`config.mk`:
```
export PLATFORM = sky130hd
export DESIGN_NAME = oled_pattern_gen
export DESIGN_NICKNAME = d
export VERILOG_FILES = /design/src/rtl/oled_pkg.sv /design/src/rtl/oled_pattern_gen_btn_debounce.sv /design/src/rtl/oled_pattern_gen.sv
export SDC_FILE = /design/constraint.sdc
export NUM_CORES = 1
export LEC_CHECK = 0
export ABC_CLOCK_PERIOD_IN_PS = 3800
export CAP_MARGIN = 5
export CORE_UTILIZATION = 63
export CTS_CLUSTER_SIZE = 14
export DETAILED_ROUTE_END_ITERATION = 7
export PLACE_DENSITY = 0.86
export RECOVER_POWER = 100
export REMOVE_ABC_BUFFERS = 1
export SETUP_SLACK_MARGIN = 0.4
export SLEW_MARGIN = 20
export SYNTH_ARGS = -nofsm -noshare
export SYNTH_HDL_FRONTEND = slang
export SYNTH_SLANG_ARGS = --single-unit
```
`constraint.sdc`:
```
create_clock -name clki -period 3.8 [get_ports clki]
set_input_delay 0.76 -clock clki [delete_from_list [all_inputs] [get_ports clki]]
set_output_delay 0.76 -clock clki [all_outputs]
set_load 0.02 [all_outputs]
```
`src/rtl/oled_pkg.sv`:
```
// Shared colour constants, pattern-mode encoding and default panel geometry
// for the OLED test-pattern generator.
package oled_pkg;

  localparam logic [15:0] C_RED     = 16'hF800;
  localparam logic [15:0] C_GREEN   = 16'h07E0;
  localparam logic [15:0] C_BLUE    = 16'h001F;
  localparam logic [15:0] C_WHITE   = 16'hFFFF;
  localparam logic [15:0] C_BLACK   = 16'h0000;
  localparam logic [15:0] C_YELLOW  = 16'hFFE0;
  localparam logic [15:0] C_CYAN    = 16'h07FF;
  localparam logic [15:0] C_MAGENTA = 16'hF81F;

  localparam int C_WIDTH_DEF         = 128;
  localparam int C_HEIGHT_DEF        = 160;
  localparam int C_BOX_DEF           = 16;
  localparam int C_DEBOUNCE_BITS_DEF = 16;

  typedef enum logic [1:0] {
    MODE_CHECKER  = 2'd0,
    MODE_BARS     = 2'd1,
    MODE_BOX      = 2'd2,
    MODE_GRADIENT = 2'd3
  } mode_e;

  // Classic SMPTE-like ordering, brightest bar on the left.
  function automatic logic [15:0] bar_color(input logic [2:0] idx);
    logic [15:0] c;
    case (idx)
      3'd0:    c = C_WHITE;
      3'd1:    c = C_YELLOW;
      3'd2:    c = C_CYAN;
      3'd3:    c = C_GREEN;
      3'd4:    c = C_MAGENTA;
      3'd5:    c = C_RED;
      3'd6:    c = C_BLUE;
      default: c = C_BLACK;
    endcase
    return c;
  endfunction

endpackage

```
`src/rtl/oled_pattern_gen_btn_debounce.sv`:
```
// Button conditioner: two-flop synchroniser, saturating stability counter,
// and a one-clock pulse on each debounced 0->1 transition.
module btn_debounce #(
  parameter int C_bits = 16
) (
  input  logic clki,
  input  logic rst,
  input  logic btn,
  output logic rise
);

  logic              s1, s2, s3;
  logic [C_bits-1:0] cnt;
  logic              stable;
  logic              settled;

  // Only latch once the level has held for the full count and is not changing now.
  assign settled = (s2 == s3) && (&cnt);

  always_ff @(posedge clki or posedge rst) begin
    if (rst) begin
      s1     <= 1'b0;
      s2     <= 1'b0;
      s3     <= 1'b0;
      cnt    <= '0;
      stable <= 1'b0;
      rise   <= 1'b0;
    end else begin
      s1   <= btn;
      s2   <= s1;
      s3   <= s2;
      rise <= 1'b0;
      if (s2 != s3)
        cnt <= '0;
      else if (!(&cnt))
        cnt <= cnt + {{(C_bits-1){1'b0}}, 1'b1};
      if (settled) begin
        stable <= s2;
        rise   <= s2 & ~stable;
      end
    end
  end

endmodule

```
`src/rtl/oled_pattern_gen.sv`:
```
// Zero-latency RGB565 test-pattern source for the OLED driver; animation
// state advances once per detected frame start.
module oled_pattern_gen
  import oled_pkg::*;
#(
  parameter int C_width         = C_WIDTH_DEF,
  parameter int C_height        = C_HEIGHT_DEF,
  parameter int C_box           = C_BOX_DEF,
  parameter int C_debounce_bits = C_DEBOUNCE_BITS_DEF
) (
  input  logic        clki,
  input  logic        rst,
  input  logic [6:0]  x,
  input  logic [7:0]  y,
  input  logic        btn,
  output logic [15:0] color,
  output logic        frame_tick,
  output logic [1:0]  mode
);

  localparam logic [6:0] PX_RST = 7'(C_width - 1);
  localparam logic [7:0] PY_RST = 8'(C_height - 1);
  localparam logic [6:0] BX_MAX = 7'(C_width - C_box);
  localparam logic [7:0] BY_MAX = 8'(C_height - C_box);
  localparam logic [8:0] BOX9   = 9'(C_box);

  logic [6:0] px;
  logic [7:0] py;
  logic [7:0] fcnt;
  logic [6:0] bx;
  logic [7:0] by;
  logic       dx_neg, dy_neg;
  mode_e      mode_q;
  logic       mode_pending;
  logic       press;

  btn_debounce #(.C_bits(C_debounce_bits)) u_btn (
    .clki (clki),
    .rst  (rst),
    .btn  (btn),
    .rise (press)
  );

  // Previous coordinate resets to the last pixel so the first (0,0) is a frame start.
  always_ff @(posedge clki or posedge rst) begin
    if (rst) begin
      px         <= PX_RST;
      py         <= PY_RST;
      frame_tick <= 1'b0;
    end else begin
      px         <= x;
      py         <= y;
      frame_tick <= (x == 7'd0) && (y == 8'd0) && !((px == 7'd0) && (py == 8'd0));
    end
  end

  always_ff @(posedge clki or posedge rst) begin
    if (rst) begin
      fcnt         <= 8'd0;
      bx           <= 7'd0;
      by           <= 8'd0;
      dx_neg       <= 1'b0;
      dy_neg       <= 1'b0;
      mode_q       <= MODE_CHECKER;
      mode_pending <= 1'b0;
    end else begin
      mode_pending <= press | (mode_pending & ~frame_tick);
      if (frame_tick) begin
        fcnt <= fcnt + 8'd1;
        if (mode_pending)
          mode_q <= mode_e'(mode_q + 2'd1);

        if (dx_neg) begin
          if (bx == 7'd0) begin
            dx_neg <= 1'b0;
            bx     <= 7'd1;
          end else begin
            bx <= bx - 7'd1;
          end
        end else if (bx >= BX_MAX) begin
          dx_neg <= 1'b1;
          bx     <= bx - 7'd1;
        end else begin
          bx <= bx + 7'd1;
        end

        if (dy_neg) begin
          if (by == 8'd0) begin
            dy_neg <= 1'b0;
            by     <= 8'd1;
          end else begin
            by <= by - 8'd1;
          end
        end else if (by >= BY_MAX) begin
          dy_neg <= 1'b1;
          by     <= by - 8'd1;
        end else begin
          by <= by + 8'd1;
        end
      end
    end
  end

  assign mode = mode_q;

  logic [7:0] ysum;
  logic [8:0] x9, y9, bx9, by9;
  logic       in_box;

  assign ysum   = y + fcnt;
  assign x9     = {2'b00, x};
  assign y9     = {1'b0, y};
  assign bx9    = {2'b00, bx};
  assign by9    = {1'b0, by};
  assign in_box = (x9 >= bx9) && (x9 < bx9 + BOX9) && (y9 >= by9) && (y9 < by9 + BOX9);

  always_comb begin
    color = C_BLACK;
    case (mode_q)
      MODE_CHECKER:  color = (x[3] ^ ysum[3]) ? C_GREEN : C_RED;
      MODE_BARS:     color = bar_color(x[6:4]);
      MODE_BOX:      color = in_box ? C_WHITE : C_BLUE;
      MODE_GRADIENT: color = {x[6:2], y[7:2], fcnt[7:3]};
      default:       color = C_BLACK;
    endcase
  end

endmodule

```
==> flow_metrics.env <==
export IMPL_status="finished, final reports clean"
export IMPL_r2r_slack_ns=0.68
export IMPL_hold_depth=0
export IMPL_h_tree_depth=3
export IMPL_via_per_inst=6.47
export IMPL_fmax_mhz=275
export IMPL_drc_errors=0
export IMPL_crit_arrival_ns=2.87
export IMPL_min_period_over_period_pct=95.6
export IMPL_initial_core_util_pct=65.1
export IMPL_ir_worst_vdd_v=0.000241
export IMPL_first_global_vias=3729
export IMPL_criticalPathCategory="reg2out"
export IMPL_maxSlewViolCount=0
export IMPL_synth_warnings=0
export IMPL_dr_pass1_iters=5
export IMPL_rsz0062_at_grt="yes"
export IMPL_layout_nets=571
export IMPL_fin_area_um2=4970
export IMPL_worstPathRequired_ns=3.04
export IMPL_r2r_start="by[1]"
export IMPL_tightest_slew_ns=1.29
export IMPL_port_buffers=36
export IMPL_cp_max_fo=6
export IMPL_dp_hpwl_um=7330
export IMPL_cts_root_buf="clkbuf_8"
export IMPL_cts_tree="done"
export IMPL_ios=37
export IMPL_core_area_um2=6350
export IMPL_final_setup_tns_ns=0
export IMPL_die_area_um2=6890
export IMPL_mostFrequentLayoutCells="dfrtp_1, nand2_1, ha_1"
export IMPL_wl_per_cell_um=18.8
export IMPL_worstSkewPairLatency_ns=0.35
export IMPL_hold_slack_ns=0.359
export IMPL_grt_max_degree=36
export IMPL_synth_cells=447
export IMPL_die_w_um=83.0
export IMPL_power_per_cell_area_nw_per_um2=281
export IMPL_ys_ff_latch=65
export IMPL_synth_top_flop_cell="dfrtp_1"
export IMPL_drt_wl_total_um=11200
export IMPL_layout_drive_gt1_share_pct=15.3
export IMPL_syn_avg_cell_area_um2=9.25
export IMPL_drt_initial_drc_count=284
export IMPL_r2r_end="by[5]"
export IMPL_hold_end="u_btn.s2"
export IMPL_synth_async_reset_ratio_pct=100
export IMPL_rows=29
export IMPL_clk_pin_slew_worst_paths_ns=0.07
export IMPL_synth_enable_flop_cells=0
export IMPL_cts_buffers=9
export IMPL_syn2layout_area_growth_pct=20.3
export IMPL_layout_commonest_cell="dfrtp_1"
export IMPL_vias=3838
export IMPL_placed_area_um2=4680
export IMPL_syn_cell_area_um2=4130
export IMPL_fin_util_pct=78.3
export IMPL_finalHoldViolations=0
export IMPL_hp_start="u_btn.s1"
export IMPL_period_needed_ns=3.63
export IMPL_grt_pass1_wl_um=17500
export IMPL_cp_start_kind="flip-flop"
export IMPL_min_path_type="reg2reg"
export IMPL_end_kind="output port"
export IMPL_reg2reg_depth=7
export IMPL_groute_usage_overall_pct=31.9
export IMPL_chipHeight_um=83.0
export IMPL_ant_nets=0
export IMPL_synth_distinct_cells=59
export IMPL_slew_headroom_pct=13.6
export IMPL_cts_num_sinks=65
export IMPL_setup_viol=0
export IMPL_synth_yosys_seq_area_share_pct=39.8
export IMPL_antenna_found_initial=0
export IMPL_routabilityCongestion=0.911
export IMPL_clock_path_buffers=2
export IMPL_diodes=0
export IMPL_leakage_nw=2.15
export IMPL_gr_total_overflow=0
export IMPL_cap_violations=0
export IMPL_skew_ns=0.00863
export IMPL_cts_hold_buf=0
==> routing by layer <==
| metal | wire (um) | up-vias | GRT usage [%] |
|---|---|---|---|
| met2 | 5640 | 190 | 56.2 |
| met3 | 777 | 49 | 4.87 |
| met4 | 489 | 0 | 16.1 |
| met5 | 0 | - | 0 |
| li1 | - | 1748 | - |
| met1 | 4250 | 1851 | 37.8 |
==> critical path: stages, from the launching register on <==
cell	delay, ns
dfrtp_2	0.47
ha_4	0.19
xnor2_1	0.14
ha_1	0.21
nand2_2	0.06
nand3b_1	0.18
a31oi_4	0.26
nor3b_4	0.25
o221ai_2	0.16
buf_6	0.17
a31oi_4	0.16
clkbuf_1	0.25
==> flip-flops by register name, indices dropped and copies added (netlist names), 2 cells and up <==
name and count:
py 8, mode 2, bx 7, by 8, px 7, fcnt 8
u_btn.cnt 16
==> kinds of logic after synthesis <==
group / after synthesis / share of synthesized area (%)
simple gates: 151 / 18.1
compound gates: 108 / 16.8
flops: 65 / 39.8
buf+inv: 45 / 4.51
fa+ha+maj: 42 / 12.7
xor+xnor: 27 / 5.72
mux: 9 / 2.39
==> stage by stage <==
step	total power, mW	setup WS (ns)	std cells
finish	1.40	0.167	593
detailed placement	0.897	-0.220	568
floorplan	0.811	0.688	434
global route	1.44	0.0873	593
CTS	1.40	0.401	587
global placement	0.891	-0.104	568
==> synth_stat cells, types with 5 or more instances <==
cell	number	area, um2
a21oi_1	28	140
nor3_1	8	40.0
inv_1	32	120
xor2_1	9	78.8
nor4_1	6	37.5
nand3_1	19	95.1
clkbuf_1	7	26.3
dfstp_2	13	342
ha_1	42	526
mux2i_1	5	50.1
xnor2_1	18	158
nand4_1	12	75.1
o21ai_0	24	120
and3_1	7	43.8
nand2_1	46	173
dfrtp_1	52	1300
nor2_1	33	124
a31oi_1	19	119
==> what timing repair did <==
| action | in CTS | in global routing |
|---|---|---|
| setup buffers | 2 | 6 |
| gates resized for setup | 87 | 30 |
| gates cloned | 1 | 0 |
| endpoints found under the setup margin | 11 | 11 |
| pin swaps | 14 | 5 |
==> layout make-up <==
cell class / count / area, um2
clock buffers: 9 / 124
clock inverters: 7 / 46.3
fillers: 401 / 1380
inverters: 32 / 123
multi-input cells: 337 / 2480
flip-flops and latches: 65 / 1650
well taps: 77 / 96.3
repair buffers: 66 / 455
==> report_power, final <==
group          internal [mW]  total, mW  switching (mW)
Combinational         0.0591      0.158          0.0991
Sequential             0.712      0.722          0.0103
Clock                  0.235      0.517           0.282
Total                   1.01       1.40           0.392
==> worst max-delay path by stage <==
| stage | end | startpoint | cells after the start | slack (ns) |
|---|---|---|---|---|
| floorplan | color[10] | x[2] | 7 | 0.69 |
| global placement | color[6] | y[1] | 10 | -0.10 |
| detailed placement | color[9] | y[7] | 10 | -0.22 |
| CTS | color[9] | by[4] | 11 | 0.40 |
| global route | color[13] | by[4] | 11 | 0.09 |
| finish | color[13] | by[4] | 11 | 0.17 |
Power figures use the tool's default switching activity.
